[src/rtl/pixel_bus_pkg.sv]
// Shared types and constants for the pixel write bus slave.
//   drain_state_t : SRAM drain FSM states
//   fifo_entry_t  : one buffered pixel write (word address + colour)
package pixel_bus_pkg;

  localparam int unsigned RGB_W   = 24;
  localparam int unsigned BUS_AW  = 32;
  // Byte address minus the two byte-select bits.
  localparam int unsigned WORD_AW = BUS_AW - 2;

  typedef enum logic [1:0] {
    IDLE,
    SETUP,
    WRITE,
    HOLD
  } drain_state_t;

  typedef struct packed {
    logic [WORD_AW-1:0] word_addr;
    logic [RGB_W-1:0]   rgb;
  } fifo_entry_t;

endpackage

[src/rtl/pixel_write_slave_if.sv]
// Pixel write bus between the renderer memory controller (master) and the
// frame-buffer slave.
//   addr     : byte address of the pixel
//   rgb_data : pixel colour {R,G,B}
//   wenable  : write request, held by the master while buswait is high
//   buswait  : slave busy, the write is not taken this cycle
interface pixel_write_slave_if;
  import pixel_bus_pkg::*;

  logic [BUS_AW-1:0] addr;
  logic [RGB_W-1:0]  rgb_data;
  logic              wenable;
  logic              buswait;

  modport master (output addr, output rgb_data, output wenable, input buswait);
  modport slave  (input addr, input rgb_data, input wenable, output buswait);

endinterface

[src/rtl/pixel_fifo.sv]
// Synchronous FIFO of pixel writes.
//   clk, n_rst : clock, asynchronous active-low reset
//   push_i     : write wdata_i (never asserted while full)
//   pop_i      : drop the head entry (never asserted while empty)
//   head_o     : current head, combinational from the registered array
//   next_o     : entry behind the head, valid when count_o >= 2
//   full_o, empty_o, count_o : occupancy
module pixel_fifo
  import pixel_bus_pkg::*;
#(
  parameter int unsigned DEPTH = 4,
  localparam int unsigned PW   = $clog2(DEPTH),
  localparam int unsigned CW   = PW + 1
) (
  input  logic        clk,
  input  logic        n_rst,
  input  logic        push_i,
  input  logic        pop_i,
  input  fifo_entry_t wdata_i,
  output fifo_entry_t head_o,
  output fifo_entry_t next_o,
  output logic        full_o,
  output logic        empty_o,
  output logic [CW-1:0] count_o
);

  fifo_entry_t [DEPTH-1:0] mem_q, mem_d;
  logic [PW-1:0] wr_ptr_q, wr_ptr_d, rd_ptr_q, rd_ptr_d, rd_nxt;
  logic [CW-1:0] count_q, count_d;

  always_comb begin
    mem_d    = mem_q;
    wr_ptr_d = wr_ptr_q;
    rd_ptr_d = rd_ptr_q;
    count_d  = count_q;
    if (push_i) begin
      mem_d[wr_ptr_q] = wdata_i;
      wr_ptr_d        = wr_ptr_q + 1'b1;
    end
    if (pop_i) begin
      rd_ptr_d = rd_ptr_q + 1'b1;
    end
    case ({push_i, pop_i})
      2'b10:   count_d = count_q + 1'b1;
      2'b01:   count_d = count_q - 1'b1;
      default: count_d = count_q;
    endcase
  end

  always_ff @(posedge clk or negedge n_rst) begin
    if (!n_rst) begin
      mem_q    <= '0;
      wr_ptr_q <= '0;
      rd_ptr_q <= '0;
      count_q  <= '0;
    end else begin
      mem_q    <= mem_d;
      wr_ptr_q <= wr_ptr_d;
      rd_ptr_q <= rd_ptr_d;
      count_q  <= count_d;
    end
  end

  // Pointers are PW bits wide, so the +1 wraps modulo DEPTH.
  assign rd_nxt  = rd_ptr_q + 1'b1;
  assign head_o  = mem_q[rd_ptr_q];
  assign next_o  = mem_q[rd_nxt];
  assign count_o = count_q;
  assign full_o  = (count_q == CW'(DEPTH));
  assign empty_o = (count_q == '0);

endmodule

[src/rtl/pixel_write_slave.sv]
// Pixel write bus slave: buffers writes in a FIFO and drains them into an
// asynchronous frame-buffer SRAM with a fixed SETUP / WRITE / HOLD cycle.
//   clk, n_rst     : clock, asynchronous active-low reset
//   bus            : pixel write bus (slave side)
//   sram_*         : SRAM pins; strobes active low, all registered
//   stat_accepted  : saturating count of in-window writes
//   stat_dropped   : saturating count of out-of-window writes
// Optional: define STATS_EN to build the statistics counters; without it
// the stat ports are tied to zero.
module pixel_write_slave
  import pixel_bus_pkg::*;
#(
  parameter int unsigned       FIFO_DEPTH = 4,
  parameter int unsigned       SRAM_AW    = 19,
  parameter int unsigned       SRAM_WAIT  = 2,
  parameter logic [BUS_AW-1:0] BASE_ADDR  = 32'h0000_0000
) (
  input  logic                clk,
  input  logic                n_rst,
  pixel_write_slave_if.slave  bus,
  output logic [SRAM_AW-1:0]  sram_addr,
  output logic [RGB_W-1:0]    sram_data,
  output logic                sram_we_n,
  output logic                sram_ce_n,
  output logic [15:0]         stat_accepted,
  output logic [15:0]         stat_dropped
);

  localparam int unsigned CW  = $clog2(FIFO_DEPTH) + 1;
  localparam int unsigned WCW = (SRAM_WAIT > 1) ? $clog2(SRAM_WAIT) : 1;

  logic          in_window, accept, push, pop, full, empty;
  logic [CW-1:0] count;
  fifo_entry_t   wr_entry, head, next_head, load_entry;

  // buswait comes from the registered count only; no path from bus inputs.
  assign in_window = (bus.addr[BUS_AW-1:SRAM_AW+2] == BASE_ADDR[BUS_AW-1:SRAM_AW+2]);
  assign accept    = bus.wenable & ~full;
  assign push      = accept & in_window;
  assign bus.buswait = full;

  assign wr_entry.word_addr = WORD_AW'(bus.addr[SRAM_AW+1:2]);
  assign wr_entry.rgb       = bus.rgb_data;

  pixel_fifo #(
    .DEPTH (FIFO_DEPTH)
  ) u_fifo (
    .clk     (clk),
    .n_rst   (n_rst),
    .push_i  (push),
    .pop_i   (pop),
    .wdata_i (wr_entry),
    .head_o  (head),
    .next_o  (next_head),
    .full_o  (full),
    .empty_o (empty),
    .count_o (count)
  );

  drain_state_t     state_q, state_d;
  logic [WCW-1:0]   wait_q, wait_d;
  logic             we_n_q, we_n_d, ce_n_q, ce_n_d;
  logic [SRAM_AW-1:0] addr_q, addr_d;
  logic [RGB_W-1:0]   data_q, data_d;

  always_comb begin
    state_d    = state_q;
    wait_d     = wait_q;
    we_n_d     = 1'b1;
    ce_n_d     = ce_n_q;
    addr_d     = addr_q;
    data_d     = data_q;
    pop        = 1'b0;
    load_entry = head;
    unique case (state_q)
      IDLE: begin
        ce_n_d = 1'b1;
        if (!empty) begin
          state_d = SETUP;
          ce_n_d  = 1'b0;
          addr_d  = head.word_addr[SRAM_AW-1:0];
          data_d  = head.rgb;
        end
      end
      SETUP: begin
        state_d = WRITE;
        we_n_d  = 1'b0;
        wait_d  = WCW'(SRAM_WAIT - 1);
      end
      WRITE: begin
        if (wait_q == '0) begin
          state_d = HOLD;
        end else begin
          wait_d = wait_q - 1'b1;
          we_n_d = 1'b0;
        end
      end
      HOLD: begin
        pop = 1'b1;
        // Registered outputs are loaded on the way into SETUP, so the entry
        // that becomes head after this pop is picked here: the one behind
        // the head, or the write being pushed into a one-entry FIFO.
        if (count > CW'(1) || push) begin
          load_entry = (count > CW'(1)) ? next_head : wr_entry;
          state_d    = SETUP;
          addr_d     = load_entry.word_addr[SRAM_AW-1:0];
          data_d     = load_entry.rgb;
        end else begin
          state_d = IDLE;
          ce_n_d  = 1'b1;
        end
      end
      default: state_d = IDLE;
    endcase
  end

  always_ff @(posedge clk or negedge n_rst) begin
    if (!n_rst) begin
      state_q <= IDLE;
      wait_q  <= '0;
      we_n_q  <= 1'b1;
      ce_n_q  <= 1'b1;
      addr_q  <= '0;
      data_q  <= '0;
    end else begin
      state_q <= state_d;
      wait_q  <= wait_d;
      we_n_q  <= we_n_d;
      ce_n_q  <= ce_n_d;
      addr_q  <= addr_d;
      data_q  <= data_d;
    end
  end

  assign sram_addr = addr_q;
  assign sram_data = data_q;
  assign sram_we_n = we_n_q;
  assign sram_ce_n = ce_n_q;

`ifdef STATS_EN
  logic [15:0] acc_q, acc_d, drop_q, drop_d;

  always_comb begin
    acc_d  = acc_q;
    drop_d = drop_q;
    if (push && acc_q != 16'hFFFF) begin
      acc_d = acc_q + 16'd1;
    end
    if (accept && !in_window && drop_q != 16'hFFFF) begin
      drop_d = drop_q + 16'd1;
    end
  end

  always_ff @(posedge clk or negedge n_rst) begin
    if (!n_rst) begin
      acc_q  <= '0;
      drop_q <= '0;
    end else begin
      acc_q  <= acc_d;
      drop_q <= drop_d;
    end
  end

  assign stat_accepted = acc_q;
  assign stat_dropped  = drop_q;
`else
  assign stat_accepted = '0;
  assign stat_dropped  = '0;
`endif

  // Byte-select bits and address bits above the SRAM window are not stored.
  logic unused_bits;
  assign unused_bits = ^{bus.addr[1:0], head.word_addr[WORD_AW-1:SRAM_AW],
                         next_head.word_addr[WORD_AW-1:SRAM_AW],
                         load_entry.word_addr[WORD_AW-1:SRAM_AW]};

endmodule
[src/flat_wrapper.sv]
// flat-port wrapper written by rule: the top's interface ports become plain ports
module pixel_write_slave_flat import pixel_bus_pkg::*;
#(
  parameter int unsigned       FIFO_DEPTH = 4,
  parameter int unsigned       SRAM_AW    = 19,
  parameter int unsigned       SRAM_WAIT  = 2,
  parameter logic [BUS_AW-1:0] BASE_ADDR  = 32'h0000_0000
)
  (clk, n_rst, sram_addr, sram_data, sram_we_n, sram_ce_n, stat_accepted, stat_dropped, bus_addr, bus_rgb_data, bus_wenable, bus_buswait);
  pixel_write_slave_if bus_i ();
  input  logic clk;
  input  logic n_rst;
  output logic [SRAM_AW-1:0] sram_addr;
  output logic [RGB_W-1:0] sram_data;
  output logic sram_we_n;
  output logic sram_ce_n;
  output logic [15:0] stat_accepted;
  output logic [15:0] stat_dropped;
  input wire logic [$bits(bus_i.addr)-1:0] bus_addr;
  input wire logic [$bits(bus_i.rgb_data)-1:0] bus_rgb_data;
  input wire logic [$bits(bus_i.wenable)-1:0] bus_wenable;
  output wire logic [$bits(bus_i.buswait)-1:0] bus_buswait;
  assign bus_i.addr = bus_addr;
  assign bus_i.rgb_data = bus_rgb_data;
  assign bus_i.wenable = bus_wenable;
  assign bus_buswait = bus_i.buswait;
  pixel_write_slave #(.FIFO_DEPTH(FIFO_DEPTH), .SRAM_AW(SRAM_AW), .SRAM_WAIT(SRAM_WAIT), .BASE_ADDR(BASE_ADDR)) u_core (.clk(clk), .n_rst(n_rst), .bus(bus_i), .sram_addr(sram_addr), .sram_data(sram_data), .sram_we_n(sram_we_n), .sram_ce_n(sram_ce_n), .stat_accepted(stat_accepted), .stat_dropped(stat_dropped));
endmodule
[config.mk]
export PLATFORM = sky130hd
export DESIGN_NAME = pixel_write_slave_flat
export DESIGN_NICKNAME = d
export VERILOG_FILES = /design/src/rtl/pixel_bus_pkg.sv /design/src/rtl/pixel_write_slave_if.sv /design/src/rtl/pixel_fifo.sv /design/src/rtl/pixel_write_slave.sv /design/src/flat_wrapper.sv
export SDC_FILE = /design/constraint.sdc
export NUM_CORES = 1
export LEC_CHECK = 0
export BUFFER_PORTS_ARGS = -buffer_cell sky130_fd_sc_hd__buf_2
export CAP_MARGIN = 20
export CORE_UTILIZATION = 45
export CTS_CLUSTER_SIZE = 20
export DETAILED_ROUTE_END_ITERATION = 10
export PLACE_DENSITY = 0.61
export SYNTH_ARGS = -nofsm -noshare
export SYNTH_HDL_FRONTEND = slang
export SYNTH_HIERARCHICAL = 1
export SYNTH_SLANG_ARGS = --single-unit
export TNS_END_PERCENT = 5
[constraint.sdc]
create_clock -name clk -period 5.2 [get_ports clk]
set_clock_uncertainty 0.1 [all_clocks]
set_input_delay 0.52 -clock clk [delete_from_list [all_inputs] [get_ports clk]]
set_output_delay 0.52 -clock clk [all_outputs]
set_load 0.1 [all_outputs]
### After elaboration in Yosys (flattened, before gate mapping)

Index checks and enable logic that the tools add are counted.

| storage, ports and cells | value |
|---|---|
| bits in registers | 271 |
| input bits | 59 |
| output and inout port bits | 78 |
| word-level logic and storage cells | 78 |

| operators by class | value |
|---|---|
| add/subtract/negate cells | 5 |
| magnitude comparators | 5 |
| equality and inequality tests | 10 |
| mux-type cells | 27 |
| bitwise gates (word level) | 3 |
| reduce and logical (&&, ||, !) cells | 11 |

Operator list:

| cell | number |
|---|---|
| 54-bit binary-select mux with 2-bit select | 2 |
| 216-bit bitwise mux | 1 |
| 43-bit 2-to-1 mux | 3 |
| 54-bit demux with 2-bit select | 1 |
| 54-bit 2-to-1 mux | 1 |
| 24-bit 2-to-1 mux | 2 |
| 24-bit one-hot mux with 2 select lines | 1 |
| 19-bit 2-to-1 mux | 2 |
| 19-bit one-hot mux with 2 select lines | 1 |
| 11-bit zero test | 1 |
| 2-bit by 3-bit less-than comparator with 1-bit output, second input constant | 3 |
| 2-bit one-hot mux with 4 select lines | 1 |
| 2-bit equality test, second input constant | 3 |
| 1-bit 2-to-1 mux | 6 |
| 2-bit != test, second input constant | 3 |
| 1-bit one-hot mux with 2 select lines | 3 |
| 3-bit one-hot mux with 2 select lines | 1 |
| 2-bit nonzero test | 3 |
| 2-bit by 1-bit adder with 2-bit output, second input constant | 2 |
| 2-bit by 1-bit equality test with 1-bit output, second input constant | 2 |
| 2-bit 2-to-1 mux | 2 |
| 2-bit AND reduction | 2 |
| 3-bit by 1-bit adder with 3-bit output, second input constant | 1 |
| 3-bit equality test, second input constant | 1 |
| other kinds (12) | 13 |

### Longest topological paths before layout

| logic depth | value |
|---|---|
| word-level depth | 7 |
| depth in mapped cells | 13 |
| depth with buffers taken out | 12 |

### By module

Netlist, hierarchy kept.

Modules (own cells, without submodules):

| module | instances | cells an instance | area an instance (um^2) | sequential area each (um^2) |
|---|---|---|---|---|
| pixel_fifo | 1 | 621 | 11014.3 | 5580.4 |
| pixel_write_slave | 1 | 303 | 3071.7 | 1203.7 |

### Least setup slack after synthesis

Ideal clock, no wire load.

| timing | value |
|---|---|
| path type | reg-to-reg |
| start | register u_core.u_fifo.count_q[1], in the netlist u_core/u_fifo/count_o[1] |
| end | register u_core.u_fifo.count_q[2], in the netlist u_core/u_fifo/count_o[2] |
| library setup time | 0.079 ns |
| arrival time | 2.819 ns |
| required time | 5.021 ns |
| path slack | 2.202 ns |
| stages on the path, launching flop included | 14 |
| buffers on the path | 1 |
| clock period less this slack | 2.998 ns |
| path through | dfrtp_1 > inv_1 > and3_1 > nor2b_1 > nand4_1 > inv_1 > buf_6 > inv_1 > ha_1 > inv_1 > fa_1 > xor2_1 > nor2_1 > xor2_1 |

| on the way | value |
|---|---|
| longest elaborated chain between the ends | 6 |
| elaborated cells between the ends (all ways) | 10 |
| classes of those cells | 2 x add/sub; 3 x eq/ne; 1 x mux; 3 x bitwise; 1 x reduce/logical |

Ends and longest elaborated chain:

| what | RTL line | text |
|---|---|---|
| from (decl) | pixel_fifo.sv:29 | `logic [CW-1:0] count_q, count_d;` |
| from (signal assigned) | pixel_fifo.sv:60 | `count_q <= count_d;` |
| 3-bit equality test * | pixel_fifo.sv:69 | `assign full_o = (count_q == CW'(DEPTH));` |
| net bus_buswait | flat_wrapper.sv:22 | `output wire logic [$bits(bus_i.buswait)-1:0] bus_buswait;` |
| 1-bit NOT * | pixel_write_slave.sv:38 | `assign accept = bus.wenable & ~full;` |
| 1-bit AND * | pixel_write_slave.sv:38 |  |
| 1-bit AND * | pixel_write_slave.sv:39 | `assign push = accept & in_window;` |
| net u_core.push | pixel_write_slave.sv:32 | `logic in_window, accept, push, pop, full, empty;` |
| 2-bit by 1-bit equality test with 1-bit output or 2-bit equality test (tied branches) | pixel_fifo.sv:43 | `case ({push_i, pop_i})` |
| 3-bit one-hot mux with 2 select lines or 2-bit nonzero test (tied branches) | -- |  |

The timed path passes the listed nets; every way through them passes the cells marked *.
A chain may end at the register's enable or synchronous reset.

### Worst setup path in the final report

| timing | value |
|---|---|
| start | register u_core.state_q[0] |
| end | register u_core.u_fifo.count_q[2], in the netlist u_core/u_fifo/count_o[2] |

| on the way | value |
|---|---|
| longest elaborated chain between the ends | 4 |
| elaborated cells between the ends (all ways) | 6 |
| classes of those cells | 3 x eq/ne; 2 x mux; 1 x reduce/logical |

Ends and longest elaborated chain:

| what | RTL line | text |
|---|---|---|
| from (decl) | pixel_write_slave.sv:60 | `drain_state_t state_q, state_d;` |
| from (signal assigned) | pixel_write_slave.sv:126 | `state_q <= state_d;` |
| 2-bit equality test * | pixel_write_slave.sv:75 | `unique case (state_q)` |
| 1-bit 2-to-1 mux * | pixel_write_slave.sv:75 |  |
| net u_core.pop | pixel_write_slave.sv:32 |  |
| 2-bit by 1-bit equality test with 1-bit output or 2-bit equality test (tied branches) | pixel_fifo.sv:43 |  |
| 3-bit one-hot mux with 2 select lines or 2-bit nonzero test (tied branches) | -- |  |

Marked as above.

==> flow_summary.toml <==
[run_status]
status = "completed"

[hold_path]
hold_depth = 2
hold_class = "in2reg"
hp-start = "bus_addr[10]"
min_to = "u_core/u_fifo/mem_q[32]"

[worst_setup_path]
arrival_ns = 3.23
cp_max_fo = 69
crit_chain = "ha_4 > buf_4 > ha_1 > inv_1 > fa_1 > xor2_1 > nor2_1 > xor2_1"
cp_top_family = "adder cells"
start_kind = "flip-flop"
end_kind = "flip-flop"
worstPathBufferInverterCount = 2
cpPeakStageDelay_ns = 0.70
reg2reg_depth = 8
cp_slowest_cell = "buf_4"
criticalPathCategory = "reg2reg"
r2r-end = "u_core/u_fifo/count_o[2]"
cpMostUsedCell = "xor2_1"
crit_path_start = "u_core/state_q[0]"
reg2reg_from = "u_core/state_q[0]"
rrSetupSlack_ns = 2.32
cp.required_ns = 5.55

[layout]
nFillCells = 2244
area_growth_pct = 11.6
drive_gt1_share_pct = 42.3
finalNonFillerCells = 1243
final_common_cell = "dfrtp_1"
final_cell_mix = "223 x dfrtp_1, 133 x mux2_2, 101 x buf_2"
final_nets = 958

[timing]
hold_ws_ns = 0.161
min_period_ns = 2.88
tns_ns = 0
rsz0062_at_grt = "false"
layout_setup_ws_ns = 2.32
relSlewSlack_pct = 31.8
setup_viol = 0
fin_crit_sh_pct = 55.4
hold_viol_final = 0
worstMarginPinSlew_ns = 1.02
slew_viol_final = 0
max_freq_mhz = 347

[synthesis]
syn_inst = 810
netlist_area_um2 = 12000
ys_warn_count = 6
synth.avg_cell_area_um2 = 14.8

[place]
placed_cells = 1194
gp_congestion = 0.729
dp_slack_ns = 2.23
io_buffer_count = 102
dpl.hpwl_mm = 13.4

[clock_tree]
postCtsSetupBuffers = 0
cts_tree = "built"
ctsHoldBuffers = 1
clk_latency_ns = 0.52
h-tree-depth = 1
cts_made_buffers = 26
path_clk_slew_ns = 0.06
clock-sinks = 227
cts-root-buf = "clkbuf_16"
cts_buffer_depth = 3
cts_resized = 0

[grt]
grt_pass1_vias = 7055
grt_pass1_wl_mm = 38.5
antenna_found_initial = 4
grt_max_degree = 131
grt.total_usage_pct = 18.2
overflow = 0

[detailed_routing]
ant_nets = 0
routed-via-count = 6935
avgViaCountPerCell = 5.58
drtIter0Drc = 352
wl_mm = 23.8
drc_errors = 0
wl_per_cell_um = 19.2
drt_pass1_iterations = 4

[floorplanning]
die_x_um = 165
core-area_um2 = 26100
die_h_um = 165
boundaryPins = 137
start_util_pct = 45.9
rows = 59
design.die.area_um2 = 27300

[power]
p_per_area_nw_per_um2 = 508
power_w = 0.00678
p_leak_nw = 6.58
ir_drop_mv = 0.399

[job]
cap_violations = 0
report_power, final:
group	total, W	switching (W)	internal, W
sequential	0.00220	0.000261	0.00193
clock	0.00179	0.000715	0.00107
combinational	0.00280	0.00186	0.000937
total	0.00678	0.00284	0.00394
worst max-delay path by stage:
stage	endpoint	slack (ns)	cells after the start
2_1_floorplan	u_core/u_fifo/count_o[2]	2.20	13
3_3_place_gp	u_core/sram_data[22]	2.26	5
3_5_place_dp	u_core/sram_data[22]	2.23	5
4_1_cts	u_core/sram_data[22]	2.21	5
5_1_grt	u_core/u_fifo/count_o[2]	2.10	8
6_report	u_core/u_fifo/count_o[2]	2.32	8
metrics by stage:
step,util (%),area (um^2)
final,51.3,13400
after global routing,51.3,13400
after CTS,51.1,13300
after detailed placement,47.8,12500
after global placement,47.8,12500
after floorplan,-,12100
metal layers:
metal	vias to the layer above	global-route usage [%]	share of wire, %	routed length, um
li1	3113	-	-	-
met1	3635	24.1	44	10600
met2	142	30.6	49	11800
met3	41	2.95	3.8	909
met4	4	5.55	2.4	584
met5	-	0	0.11	27
final cells by class:
type	instances	area [um^2]	area share (%)
antenna	2	5.00	0.0375
tap	335	419	3.14
clock inverter	10	80.1	0.600
clock buffer	35	766	5.73
multi-input combinational	512	5720	42.8
timing repair buffer	111	636	4.76
inverter	11	41.3	0.309
sequential	227	5690	42.6
flip-flops by register name (all words and copies together), names as in the netlist:
signal                  cells
u_core/u_fifo/rd_ptr_q      2
u_core/sram_data           24
u_core/sram_we_n            1
u_core/state_q              2
u_core/u_fifo/count_o       3
u_core/u_fifo/wr_ptr_q      2
u_core/wait_q               1
u_core/u_fifo/mem_q       172
u_core/sram_ce_n            1
u_core/sram_addr           19
(Power assumes the default switching activity.)
